File: src/rtl/bsg_manycore_tag_boot_pkg.sv
// Shared types and header geometry for the bsg_tag boot sequencer.
package bsg_manycore_tag_boot_pkg;

   localparam int unsigned tag_boot_node_id_width_lp     = 8;
   localparam int unsigned tag_boot_max_payload_width_lp = 16;
   localparam int unsigned tag_boot_lg_payload_width_lp  = 5;

   // start bit + len + data_not_reset + node_id
   localparam int unsigned tag_boot_hdr_len_lp =
      2 + tag_boot_lg_payload_width_lp + tag_boot_node_id_width_lp;

   typedef struct packed {
      logic                                     last;
      logic [tag_boot_node_id_width_lp-1:0]     node_id;
      logic                                     data_not_reset;
      logic [tag_boot_lg_payload_width_lp-1:0]  len;
      logic [tag_boot_max_payload_width_lp-1:0] payload;
   } bsg_manycore_tag_boot_entry_s;

   localparam int unsigned tag_boot_entry_width_lp = $bits(bsg_manycore_tag_boot_entry_s);

   typedef enum logic [2:0] {
      s_idle,
      s_pre,
      s_load,
      s_hdr,
      s_pay,
      s_gap,
      s_done
   } tag_boot_state_e;

   function automatic int unsigned tag_boot_hdr_len(input int unsigned lg_payload_width,
                                                    input int unsigned node_id_width);
      return 2 + lg_payload_width + node_id_width;
   endfunction

   function automatic int unsigned tag_boot_max(input int unsigned a, input int unsigned b);
      return (a > b) ? a : b;
   endfunction

endpackage

File: src/rtl/bsg_manycore_tag_boot_shifter.sv
// Parallel-load, LSB-first shift register with a down-counter of remaining bits.
// shift_o is registered and holds the bit currently on the wire; it returns to 0
// once the loaded bits are exhausted. empty_o is high while the final bit (or
// nothing) is being driven, so the owner can reload on that same edge.
module bsg_manycore_tag_boot_shifter
   import bsg_manycore_tag_boot_pkg::*;
 #(parameter int unsigned width_p = tag_boot_max_payload_width_lp
  ,localparam int unsigned cnt_width_lp = $clog2(width_p + 1)
  )
  (input  logic                    clk_i
  ,input  logic                    reset_i
  ,input  logic                    load_i
  ,input  logic [width_p-1:0]      data_i
  ,input  logic [cnt_width_lp-1:0] len_i
  ,output logic                    shift_o
  ,output logic                    empty_o
  );

   logic [width_p-1:0]      data_r;
   logic [cnt_width_lp-1:0] cnt_r;

   // Load presents bit 0 immediately; each later edge moves the next bit out.
   always_ff @(posedge clk_i) begin
      if (reset_i) begin
         data_r  <= '0;
         cnt_r   <= '0;
         shift_o <= 1'b0;
      end else if (load_i) begin
         shift_o <= (len_i != '0) & data_i[0];
         data_r  <= data_i >> 1;
         cnt_r   <= (len_i == '0) ? '0 : len_i - cnt_width_lp'(1);
      end else if (cnt_r != '0) begin
         shift_o <= data_r[0];
         data_r  <= data_r >> 1;
         cnt_r   <= cnt_r - cnt_width_lp'(1);
      end else begin
         shift_o <= 1'b0;
      end
   end

   assign empty_o = (cnt_r == '0);

endmodule

File: src/rtl/bsg_manycore_tag_boot_seq.sv
// Walks an external entry table after start_i and serialises each entry as a
// bsg_tag packet on tag_data_o, framed by a preamble and inter-packet gaps.
module bsg_manycore_tag_boot_seq
   import bsg_manycore_tag_boot_pkg::*;
 #(parameter int unsigned node_id_width_p     = tag_boot_node_id_width_lp
  ,parameter int unsigned max_payload_width_p = tag_boot_max_payload_width_lp
  ,parameter int unsigned lg_payload_width_p  = tag_boot_lg_payload_width_lp
  ,parameter int unsigned entries_p           = 32
  ,parameter int unsigned preamble_p          = 32
  ,parameter int unsigned gap_p               = 4
  ,localparam int unsigned entry_width_lp =
      2 + node_id_width_p + lg_payload_width_p + max_payload_width_p
  ,localparam int unsigned addr_width_lp  = (entries_p > 1) ? $clog2(entries_p) : 1
  )
  (input  logic                      clk_i
  ,input  logic                      reset_i
  ,input  logic                      start_i
  ,output logic [addr_width_lp-1:0]  rom_addr_o
  ,input  logic [entry_width_lp-1:0] rom_data_i
  ,output logic                      tag_data_o
  ,output logic                      busy_o
  ,output logic                      done_o
  ,output logic                      error_o
  );

   localparam int unsigned hdr_len_lp         = tag_boot_hdr_len(lg_payload_width_p, node_id_width_p);
   localparam int unsigned shift_width_lp     = tag_boot_max(hdr_len_lp, max_payload_width_p);
   localparam int unsigned shift_cnt_width_lp = $clog2(shift_width_lp + 1);
   localparam int unsigned field_max_lp       =
      tag_boot_max(tag_boot_max(preamble_p, hdr_len_lp), tag_boot_max(max_payload_width_p, gap_p));
   localparam int unsigned cnt_width_lp       = $clog2(field_max_lp + 1);

   // Entry fields straight off the table read port.
   logic [max_payload_width_p-1:0] entry_payload;
   logic [lg_payload_width_p-1:0]  entry_len;
   logic                           entry_dnr;
   logic [node_id_width_p-1:0]     entry_node;
   logic                           entry_last;
   logic                           entry_bad;
   logic [hdr_len_lp-1:0]          hdr_vec;

   assign {entry_last, entry_node, entry_dnr, entry_len, entry_payload} = rom_data_i;
   assign entry_bad = (32'(entry_len) > max_payload_width_p);
   // Bit 0 leaves first: start, len LSB-first, data_not_reset, node_id LSB-first.
   assign hdr_vec   = {entry_node, entry_dnr, entry_len, 1'b1};

   tag_boot_state_e                state_r, state_n;
   logic [cnt_width_lp-1:0]        cnt_r, cnt_n;
   logic [addr_width_lp-1:0]       addr_n;
   logic                           busy_n, done_n, error_n;
   logic [lg_payload_width_p-1:0]  len_r;
   logic [max_payload_width_p-1:0] payload_r;
   logic                           last_r;
   logic                           capture;
   logic                           advance;
   logic                           last_now;

   logic                           shf_load;
   logic [shift_width_lp-1:0]      shf_data;
   logic [shift_cnt_width_lp-1:0]  shf_len;
   logic                           shf_empty;

   bsg_manycore_tag_boot_shifter #(.width_p(shift_width_lp)) shifter
     (.clk_i   (clk_i)
     ,.reset_i (reset_i)
     ,.load_i  (shf_load)
     ,.data_i  (shf_data)
     ,.len_i   (shf_len)
     ,.shift_o (tag_data_o)
     ,.empty_o (shf_empty)
     );

   // A rejected entry decides "next" from its own last flag, still on the read port.
   assign last_now = (state_r == s_load) ? entry_last : last_r;

   // Next-state, counter, address and status decisions.
   always_comb begin
      state_n  = state_r;
      cnt_n    = cnt_r;
      addr_n   = rom_addr_o;
      busy_n   = busy_o;
      done_n   = done_o;
      error_n  = error_o;
      capture  = 1'b0;
      advance  = 1'b0;
      shf_load = 1'b0;
      shf_data = '0;
      shf_len  = '0;

      case (state_r)
         s_idle, s_done: begin
            if (start_i) begin
               state_n = s_pre;
               cnt_n   = cnt_width_lp'(preamble_p - 1);
               addr_n  = '0;
               busy_n  = 1'b1;
               done_n  = 1'b0;
               error_n = 1'b0;
            end
         end
         s_pre: begin
            if (cnt_r == '0) state_n = s_load;
            else             cnt_n   = cnt_r - cnt_width_lp'(1);
         end
         s_load: begin
            if (entry_bad) begin
               error_n = 1'b1;
               advance = 1'b1;
            end else begin
               capture  = 1'b1;
               shf_load = 1'b1;
               shf_data = shift_width_lp'(hdr_vec);
               shf_len  = shift_cnt_width_lp'(hdr_len_lp);
               state_n  = s_hdr;
            end
         end
         s_hdr: begin
            if (shf_empty) begin
               if (len_r != '0) begin
                  shf_load = 1'b1;
                  shf_data = shift_width_lp'(payload_r);
                  shf_len  = shift_cnt_width_lp'(len_r);
                  state_n  = s_pay;
               end else begin
                  state_n = s_gap;
                  cnt_n   = cnt_width_lp'(gap_p - 1);
               end
            end
         end
         s_pay: begin
            if (shf_empty) begin
               state_n = s_gap;
               cnt_n   = cnt_width_lp'(gap_p - 1);
            end
         end
         s_gap: begin
            if (cnt_r == '0) advance = 1'b1;
            else             cnt_n   = cnt_r - cnt_width_lp'(1);
         end
         default: state_n = s_idle;
      endcase

      if (advance) begin
         if (last_now || (rom_addr_o == addr_width_lp'(entries_p - 1))) begin
            state_n = s_done;
            addr_n  = '0;
            busy_n  = 1'b0;
            done_n  = 1'b1;
         end else begin
            state_n = s_load;
            addr_n  = rom_addr_o + addr_width_lp'(1);
         end
      end
   end

   // State, counters, status flags and the captured entry fields.
   always_ff @(posedge clk_i) begin
      if (reset_i) begin
         state_r    <= s_idle;
         cnt_r      <= '0;
         rom_addr_o <= '0;
         busy_o     <= 1'b0;
         done_o     <= 1'b0;
         error_o    <= 1'b0;
         len_r      <= '0;
         payload_r  <= '0;
         last_r     <= 1'b0;
      end else begin
         state_r    <= state_n;
         cnt_r      <= cnt_n;
         rom_addr_o <= addr_n;
         busy_o     <= busy_n;
         done_o     <= done_n;
         error_o    <= error_n;
         if (capture) begin
            len_r     <= entry_len;
            payload_r <= entry_payload;
            last_r    <= entry_last;
         end
      end
   end

endmodule

File: config.mk
export PLATFORM = sky130hd
export DESIGN_NAME = bsg_manycore_tag_boot_seq
export DESIGN_NICKNAME = d
export VERILOG_FILES = /design/src/rtl/bsg_manycore_tag_boot_pkg.sv /design/src/rtl/bsg_manycore_tag_boot_shifter.sv /design/src/rtl/bsg_manycore_tag_boot_seq.sv
export SDC_FILE = /design/constraint.sdc
export NUM_CORES = 1
export LEC_CHECK = 0
export CORE_MARGIN = 4
export CORE_UTILIZATION = 45
export DETAILED_ROUTE_END_ITERATION = 16
export GPL_ROUTABILITY_DRIVEN = 0
export PLACE_DENSITY = 0.7
export SETUP_SLACK_MARGIN = 0.1
export SYNTH_ARGS = -nofsm -noshare
export SYNTH_HDL_FRONTEND = slang
export SYNTH_SLANG_ARGS = --single-unit
File: constraint.sdc
create_clock -name clk_i -period 2.2 [get_ports clk_i]
set_input_delay 0.22 -clock clk_i [delete_from_list [all_inputs] [get_ports clk_i]]
set_output_delay 0.22 -clock clk_i [all_outputs]
set_load 0.01 [all_outputs]
# Word level (Yosys, flattened, before mapping)
# Cells that the tools add are included.
# Widths: inputs -> output; s select.
dict set report totals {
  inputBits 34
  word_cells 110
  reg_bits 60
}
dict set report op_classes {
  n_reduce_logical 19
  n_eq_ne 19
  bitwise_logic 1
  n_lt_le_gt_ge 1
  addsub 4
  muxes 54
}
# operator count
set ops {}
lappend ops {{$mux 15} 3}
lappend ops {{$mux 5} 9}
lappend ops {{$mux 16} 2}
lappend ops {{$pmux 16 s2} 1}
lappend ops {{$mux 6} 5}
lappend ops {{$pmux 6 s4} 1}
lappend ops {{$mux 3} 7}
lappend ops {{$mux 1} 20}
lappend ops {{$pmux 3 s6} 1}
lappend ops {{$ne 3x3->1 const B} 5}
lappend ops {{$reduce_bool 5->1} 3}
lappend ops {{$ne 2x2->1 const B} 7}
lappend ops {{$reduce_and 6->1} 2}
lappend ops {{$logic_not 5->1} 2}
lappend ops {{$pmux 5 s2} 1}
lappend ops {{$sub 5x1->5 const B} 2}
lappend ops {{$eq 3x3->1 const B} 3}
lappend ops {{$reduce_bool 2->1} 4}
lappend ops {{$eq 3x2->1 const B} 2}
lappend ops {{$logic_not 6->1} 1}
lappend ops {{$pmux 1 s2} 3}
lappend ops {{$sub 6x1->6 const B} 1}
lappend ops {{$add 5x1->5 const B} 1}
lappend ops {{$eq 5x5->1 const B} 1}
lappend ops {{10 further kinds} 11}

# Longest topological paths before layout
# Gate-level depths: netlist of run 1.
dict set report logic_depth {
  word_depth 7
  depth_mapped 11
  mapped_depth_nobuf 10
}

# By module
# From an unflattened synthesis of run 1, not the netlist that was laid out.
dict set report hier_totals {
  hier_cells 372
  hier_area_um2 3123.0
}
# module area_each_um2 seq_area_each_um2 n_inst cells_each
set modules_own_cells {}
lappend modules_own_cells {bsg_manycore_tag_boot_seq 2039.5 780.7 1 262}
lappend modules_own_cells {bsg_manycore_tag_boot_shifter 1083.5 420.4 1 110}

# Worst setup path before layout of run 1
# OpenSTA, ideal clock, no wires.
dict set report synth_path {
  path_kind {register -> register}
  start {register shifter.cnt_r[0]}
  end {register shifter.cnt_r[1]}
  slack_ns -0.146
  t_required_ns 2.086
  stages_incl_launch_ff 11
  t_arrival_ns 2.232
  synth_period_minus_slack_ns 2.346
  path_cell_list {dfxtp_1 > inv_1 > ha_1 > or4b_4 > buf_6 > nor2_1 > a21oi_1 > ha_1 > o211ai_1 > a21oi_1 > a2111oi_0}
}
dict set report synth_between {
  elab_chain_len 6
  word_cells_on_any_way 13
  cone_classes {2 x add/sub; 7 x mux; 4 x reduce/logical}
}
# item line_no
set synth_rtl {}
lappend synth_rtl {{start: declaration} bsg_manycore_tag_boot_shifter.sv:20} ;# logic [cnt_width_lp-1:0] cnt_r;
lappend synth_rtl {{start signal: assignment} bsg_manycore_tag_boot_shifter.sv:31} ;# cnt_r <= (len_i == '0) ? '0 : len_i - cnt_width_lp'(1);
lappend synth_rtl {{start signal: assignment} bsg_manycore_tag_boot_shifter.sv:35} ;# cnt_r <= cnt_r - cnt_width_lp'(1);
lappend synth_rtl {{$logic_not 5->1} bsg_manycore_tag_boot_shifter.sv:41} ;# assign empty_o = (cnt_r == '0);
lappend synth_rtl {{$mux 5} bsg_manycore_tag_boot_seq.sv:118} ;# if (shf_empty) begin
lappend synth_rtl {{$pmux 5 s2} bsg_manycore_tag_boot_seq.sv:90} ;# case (state_r)
lappend synth_rtl {{$sub 5x1->5 / $logic_not 5->1 (equally long branches)} bsg_manycore_tag_boot_shifter.sv:31}
lappend synth_rtl {{$mux 5} bsg_manycore_tag_boot_shifter.sv:31}
lappend synth_rtl {{$mux 5} bsg_manycore_tag_boot_shifter.sv:28} ;# end else if (load_i) begin
# Several ways; a longest one is shown, not always the timed one. The select of a mux whose other input is x is not followed.
# A chain may end at the register's enable or synchronous reset.

# Worst setup path after layout of run 1
dict set report layout_path {
  start {register shifter.cnt_r[0]}
  end {register shifter.cnt_r[0]}
}
# The elaborated chain is that of the path after synthesis.

==> flow_metrics.tcl, run 1 <==
set metrics [dict create \
    status "finished, final reports clean" \
    vias_per_cell 5.65 \
    slew-limit-headroom 0.630 \
    drt-total-wl_um 7950 \
    syn_area_sq_um 3060 \
    cts_made_buffers 9 \
    area_growth_pct 35.6 \
    yosys_most_used_dff "dfxtp_1" \
    clock-root-buffer "clkbuf_8" \
    drt.antenna.violating_nets 0 \
    hold_viol_final 0 \
    drv_cap 0 \
    clockBufferDepth 2 \
    portBuffers 42 \
    power_mw 5.04 \
    ios 43 \
    die_h_um 90.5 \
    utilization 0.639 \
    yosys_warnings 0 \
    synth_async_sr_flop_share 0 \
    wl_per_cell_um 15.2 \
    rows 29 \
    required_ns 2.46 \
    dieArea_sq_um 8190 \
    crit_path_end_kind "register" \
    clock_latency_ns 0.35 \
    layout-drive-gt1-share 0.265 \
    fin_tns_setup_ns 0 \
    finalInstanceArea_sq_um 4150 \
    grt_pass1_wl_um 13100 \
    cts.sinks 60 \
    cp_max_fo 5 \
    preCtsSetupSlack_ns -0.146 \
    cp-start-kind "register" \
    setup_viol 0 \
    multi_input_area_sq_um 1830 \
    antenna_found_initial 0 \
    ys_types 58 \
    fin_crit_sh 0.989 \
    synth_top_family_by_area "compound AO/OA/AOI/OAI gates" \
    dp_hpwl_um 5380 \
    ys_ff_latch 60 \
    dr.pass1.iters 6 \
    slowest_stage "or4b_4" \
    fin_crit_ns 2.18 \
    cts_tree "built" \
    ir_drop_mv 0.763 \
    htreeDepth 3 \
    start_util 0.471 \
    worstSetupPathType "register to register" \
    fin_ws_ns 0.0243 \
    clock_skew_ns 0.00757 \
    postSynthAreaPerCell_sq_um 8.37 \
    synth_compound_area_frac 0.281 \
    nNetsFinal 481 \
    cp_cell_sequence "inv_2, ha_4, or4b_4, nor2_4, a21oi_2, ha_2, o211ai_1, buf_4, nand3b_1, a221oi_2" \
    tightest_slew_ns 0.556 \
    synth_seq_area_share 0.392 \
    regArea_sq_um 1200 \
    grt-ovfl-total 0 \
    reg2reg_from "shifter.cnt_r[0]" \
    synth-adder-area-share 0.0286 \
    synth_mux_area_frac 0.00368 \
    grtUsageTotal 0.195 \
    path_delay_family "simple AND/OR/NAND/NOR gates" \
    die_w_um 90.5 \
    via_count 2950 \
    max_freq_mhz 460 \
    grt_max_degree 37 \
    clk_pin_slew_ns 0.07 \
    drc 0 \
    placed_area_sq_um 3750 \
    cp_data_arrival_time_ns 2.43 \
    critPathLaunch "shifter.cnt_r[0]" \
    synth_nets 407 \
    rsz0062_at_grt "true" \
    hold_start "reset_i" \
    core_sq_um 6490 \
    synth_edf_count 0 \
    antenna_cells 0 \
    hold_path.class "input port to register" \
    synthCells 366 \
    synth_xor_area_frac 0.0172 \
    fillCellCount 556 \
    slew_violations 0 \
    power_per_cell_area_nw_per_um2 1210 \
    p_leak_nw 1.53 \
    path_buf_inv 2 \
    synth_simple_gate_area_frac 0.225 \
    first_iter_violations 183 \
    critPathMaxStageDelay_ns 0.50 \
    first_global_vias 2826 \
]
==> cell usage after synthesis, types with 3 or more instances <==
library cell,instances,area (sq um)
dfxtp_1,60,1200
nand2_1,57,214
nor2_1,38,143
a21oi_1,37,185
o21ai_0,19,95.1
clkbuf_1,13,48.8
a22oi_1,11,82.6
a211oi_1,10,75.1
a211oi_2,9,113
ha_1,7,87.6
nand3_1,7,35.0
inv_1,6,22.5
nor3_1,6,30.0
nand2b_1,5,31.3
a311oi_1,4,35.0
nor2b_1,4,25.0
a21o_1,3,22.5
a31o_2,3,26.3
a31oi_1,3,18.8
buf_2,3,15.0
buf_6,3,33.8
nor3b_1,3,22.5
o211ai_1,3,22.5
or2_2,3,18.8
xnor2_1,3,26.3
xor2_1,3,26.3
==> logic make-up after synthesis <==
family                     after synthesis
muxes                                    1
AOI/OAI and AO/OA                      120
xor gates and xnor gates                 6
and+or+nand+nor                        142
buffers and inverters                   30
adders and majority gates                7
DFF                                     60
==> cells in the final DEF (no fill, tap or decap), types with 11 or more instances in the layout <==
master and count:
dfxtp_1 58, nand2_1 57, clkdlybuf4s50_1 41, buf_4 37
a21oi_1 33, nor2_1 27, o21ai_0 19, a22oi_1 11
==> path summary, 6_finish.rpt <==
kind                 endpoint  slack [ns]  depth (start not counted)
min reg2reg      payload_r[1]        0.46                          2
min                  cnt_r[3]        0.37                          2
max          shifter.cnt_r[0]        0.02                         10
max reg2reg  shifter.cnt_r[0]        0.02                         10
==> area by class of cell <==
type | instances | area share
flip-flops and latches | 60 | 0.290
clock buffers | 9 | 0.0298
well taps | 77 | 0.0232
clock inverters | 7 | 0.0220
multi-input cells | 276 | 0.440
inverters | 6 | 0.00542
repair buffers | 87 | 0.189
==> repair_timing <==
item | CTS | global route
setup endpoints to repair | 11 | 30
hold buffers | 0 | 0
gates resized for setup | 15 | 17
pin swaps | 6 | 7
hold endpoints to repair | 0 | 0
buffers inserted | 5 | 3
gates cloned | 1 | 0
==> sequential cells by signal, summed over array words and instances (netlist names) <==
register / count
payload_r: 16
shifter.data_r: 15
cnt_r: 6
len_r: 5
rom_addr_o: 5
shifter.cnt_r: 5
state_r: 3
busy_o: 1
done_o: 1
error_o: 1
last_r: 1
shifter.shift_o: 1
==> power by group <==
group          internal, mW  switching (mW)
Sequential             1.35           0.220
Combinational          1.19            1.20
Clock                 0.632           0.454
Total                  3.17            1.87
==> per-layer routing <==
layer	GRT usage	vias to the layer above	part of all wire
met5	0	-	0
met4	0.0906	0	0.018
met3	0.0375	10	0.037
met2	0.311	80	0.49
met1	0.252	1384	0.46
li1	-	1476	-
==> metrics by stage <==
step / hold WS, ns / instances
floorplan: 0.356 / 366
global placement: 0.443 / 497
detailed placement: 0.448 / 497
CTS: 0.347 / 519
global route: 0.373 / 522
finish: 0.369 / 522
Power figures use the tool's default switching activity.
==> run 2: changes to the inputs <==
Settings changed: CAP_MARGIN set to 20.
==> results of run 2 <==
The final DEF is identical to that of run 1; final timing and power are the same.
==> run 3: changes to the inputs <==
Settings changed: CAP_MARGIN 20 to 0, PLACE_DENSITY 0.7 to 0.75.
==> flow_metrics.tcl, run 3 (same netlist as run 1, synthesis figures left out) <==
set metrics [dict create \
    finalHoldWorstSlack_ns 0.321 \
    clock_latency_ns 0.35 \
    fin_crit_sh 0.993 \
    portBuffers 42 \
    antenna_cells 0 \
    grt_pass1_wl_um 12900 \
    clk_pin_slew_ns 0.07 \
    drc 0 \
    max_freq_mhz 458 \
    power_per_cell_area_nw_per_um2 1240 \
    grt-ovfl-total 0 \
    layout-drive-gt1-share 0.270 \
    ios 43 \
    globalRouteMet1Util 0.242 \
    drv_cap 0 \
    status "finished, final reports clean" \
    p_leak_nw 1.52 \
    nNetsFinal 480 \
    wl_per_cell_um 15.1 \
    crit_path_end_kind "register" \
    cp_max_fo 4 \
    cts_made_buffers 9 \
    worstSetupPathType "register to register" \
    regMostFlops "payload_r" \
    dieArea_sq_um 8190 \
    min_path_cells 2 \
    grt_max_degree 38 \
    use_met2 0.313 \
    hold_viol_final 0 \
    die_w_um 90.5 \
    dr.pass1.iters 4 \
    fin_crit_ns 2.18 \
    cp_data_arrival_time_ns 2.44 \
    cp-start-kind "register" \
    ff2ff_path_depth 10 \
    tightest_slew_ns 0.577 \
    start_util 0.471 \
    final_common_cell "dfxtp_1" \
    dp_hpwl_um 5400 \
    cts.sinks 60 \
    area_growth_pct 36.2 \
    htreeDepth 3 \
    drt-total-wl_um 7870 \
    die_h_um 90.5 \
    core_sq_um 6490 \
    final_cell_mix "58 x dfxtp_1, 57 x nand2_1, 41 x clkdlybuf4s50_1, 38 x buf_4, 32 x a21oi_1" \
    largest_register_ffs 16 \
    rsz0062_at_grt "true" \
    power_mw 5.19 \
    rrSetupSlack_ns 0.02 \
    via_count 2935 \
    antenna_found_initial 0 \
    fillCellCount 539 \
    slew-limit-headroom 0.612 \
    drt.antenna.violating_nets 0 \
    required_ns 2.46 \
    clock-root-buffer "clkbuf_8" \
    grt_use_met3 0.0300 \
    grtUsageTotal 0.193 \
    hold_path.class "input port to register" \
    clockBufferDepth 2 \
    setup_viol 0 \
    grt_most_used_layer "met2" \
    clock_skew_ns 0.00663 \
    reg_top3 "payload_r (16), shifter.data_r (15), cnt_r (6)" \
    slew_violations 0 \
    rows 29 \
    first_iter_violations 312 \
    cts_tree "built" \
    first_global_vias 2749 \
    vias_per_cell 5.63 \
    ir_drop_mv 0.633 \
    cts_hold_buf 0 \
]
[run 3: cell count changes in the layout (fill, tap and decap cells not counted), sizes merged]
| cell | previous run | this run |
|---|---|---|
| clkbuf | 9 | 10 |
| buf | 46 | 45 |
| bufinv | 2 | 3 |
| clkinv | 4 | 2 |
[run 3: area by class of cell]
type | count | area, sq um | area share
Clock buffer | 10 | 138 | 0.0330
Clock inverter | 6 | 111 | 0.0267
Inverter | 6 | 22.5 | 0.00540
Multi-Input combinational cell | 276 | 1830 | 0.439
Sequential cell | 60 | 1200 | 0.289
Tap cell | 77 | 96.3 | 0.0231
Timing Repair Buffer | 86 | 768 | 0.184
[run 3: layer usage]
layer | share of wire | up-vias
li1 | - | 1472
met4 | 0.020 | 0
met3 | 0.037 | 14
met2 | 0.50 | 61
met1 | 0.44 | 1388
met5 | 0 | -
[run 3: what timing repair did]
| action | in CTS | in global routing |
|---|---|---|
| pin swaps | 8 | 9 |
| gates cloned | 0 | 0 |
| setup buffers | 4 | 8 |
| setup endpoints to repair | 24 | 31 |
| resized for setup | 9 | 25 |
| endpoints found under the hold margin | 0 | 0 |
[run 3: through the flow]
step	worst slack (ns)	utilization	std cells	setup TNS, ns	instance area, sq um
5_1_grt	-0.0933	0.642	521	-0.239	4170
2_1_floorplan	0.0868	-	366	0	3090
3_5_place_dp	-0.227	0.571	493	-0.283	3710
6_report	0.0160	0.642	521	0	4170
4_1_cts	0.00426	0.619	513	0	4020
3_3_place_gp	-0.0608	0.571	493	-0.0608	3710
[run 3: power breakdown]
part           leakage [nW]  internal, mW  total (mW)  switching (mW)
sequential            0.490          1.35        1.57           0.218
combinational         0.913          1.17        2.39            1.21
clock                 0.122         0.783        1.24           0.454
total                  1.52          3.31        5.19            1.88
[run 3: worst max-delay path: stages, from the launching register on]
cell and delay [ns]:
dfxtp_2 0.32, inv_2 0.07, ha_4 0.13, or4b_4 0.51, nor2_4 0.15, a21oi_2 0.07
ha_2 0.20, o211ai_1 0.13, buf_4 0.18, nand3b_1 0.10, a221oi_2 0.23
[run 3: worst paths after layout]
kind                          from          endpoint
setup / recovery  shifter.cnt_r[0]  shifter.cnt_r[0]
hold / removal             reset_i            done_o
setup reg to reg  shifter.cnt_r[0]  shifter.cnt_r[0]
hold reg to reg       payload_r[6]      payload_r[6]
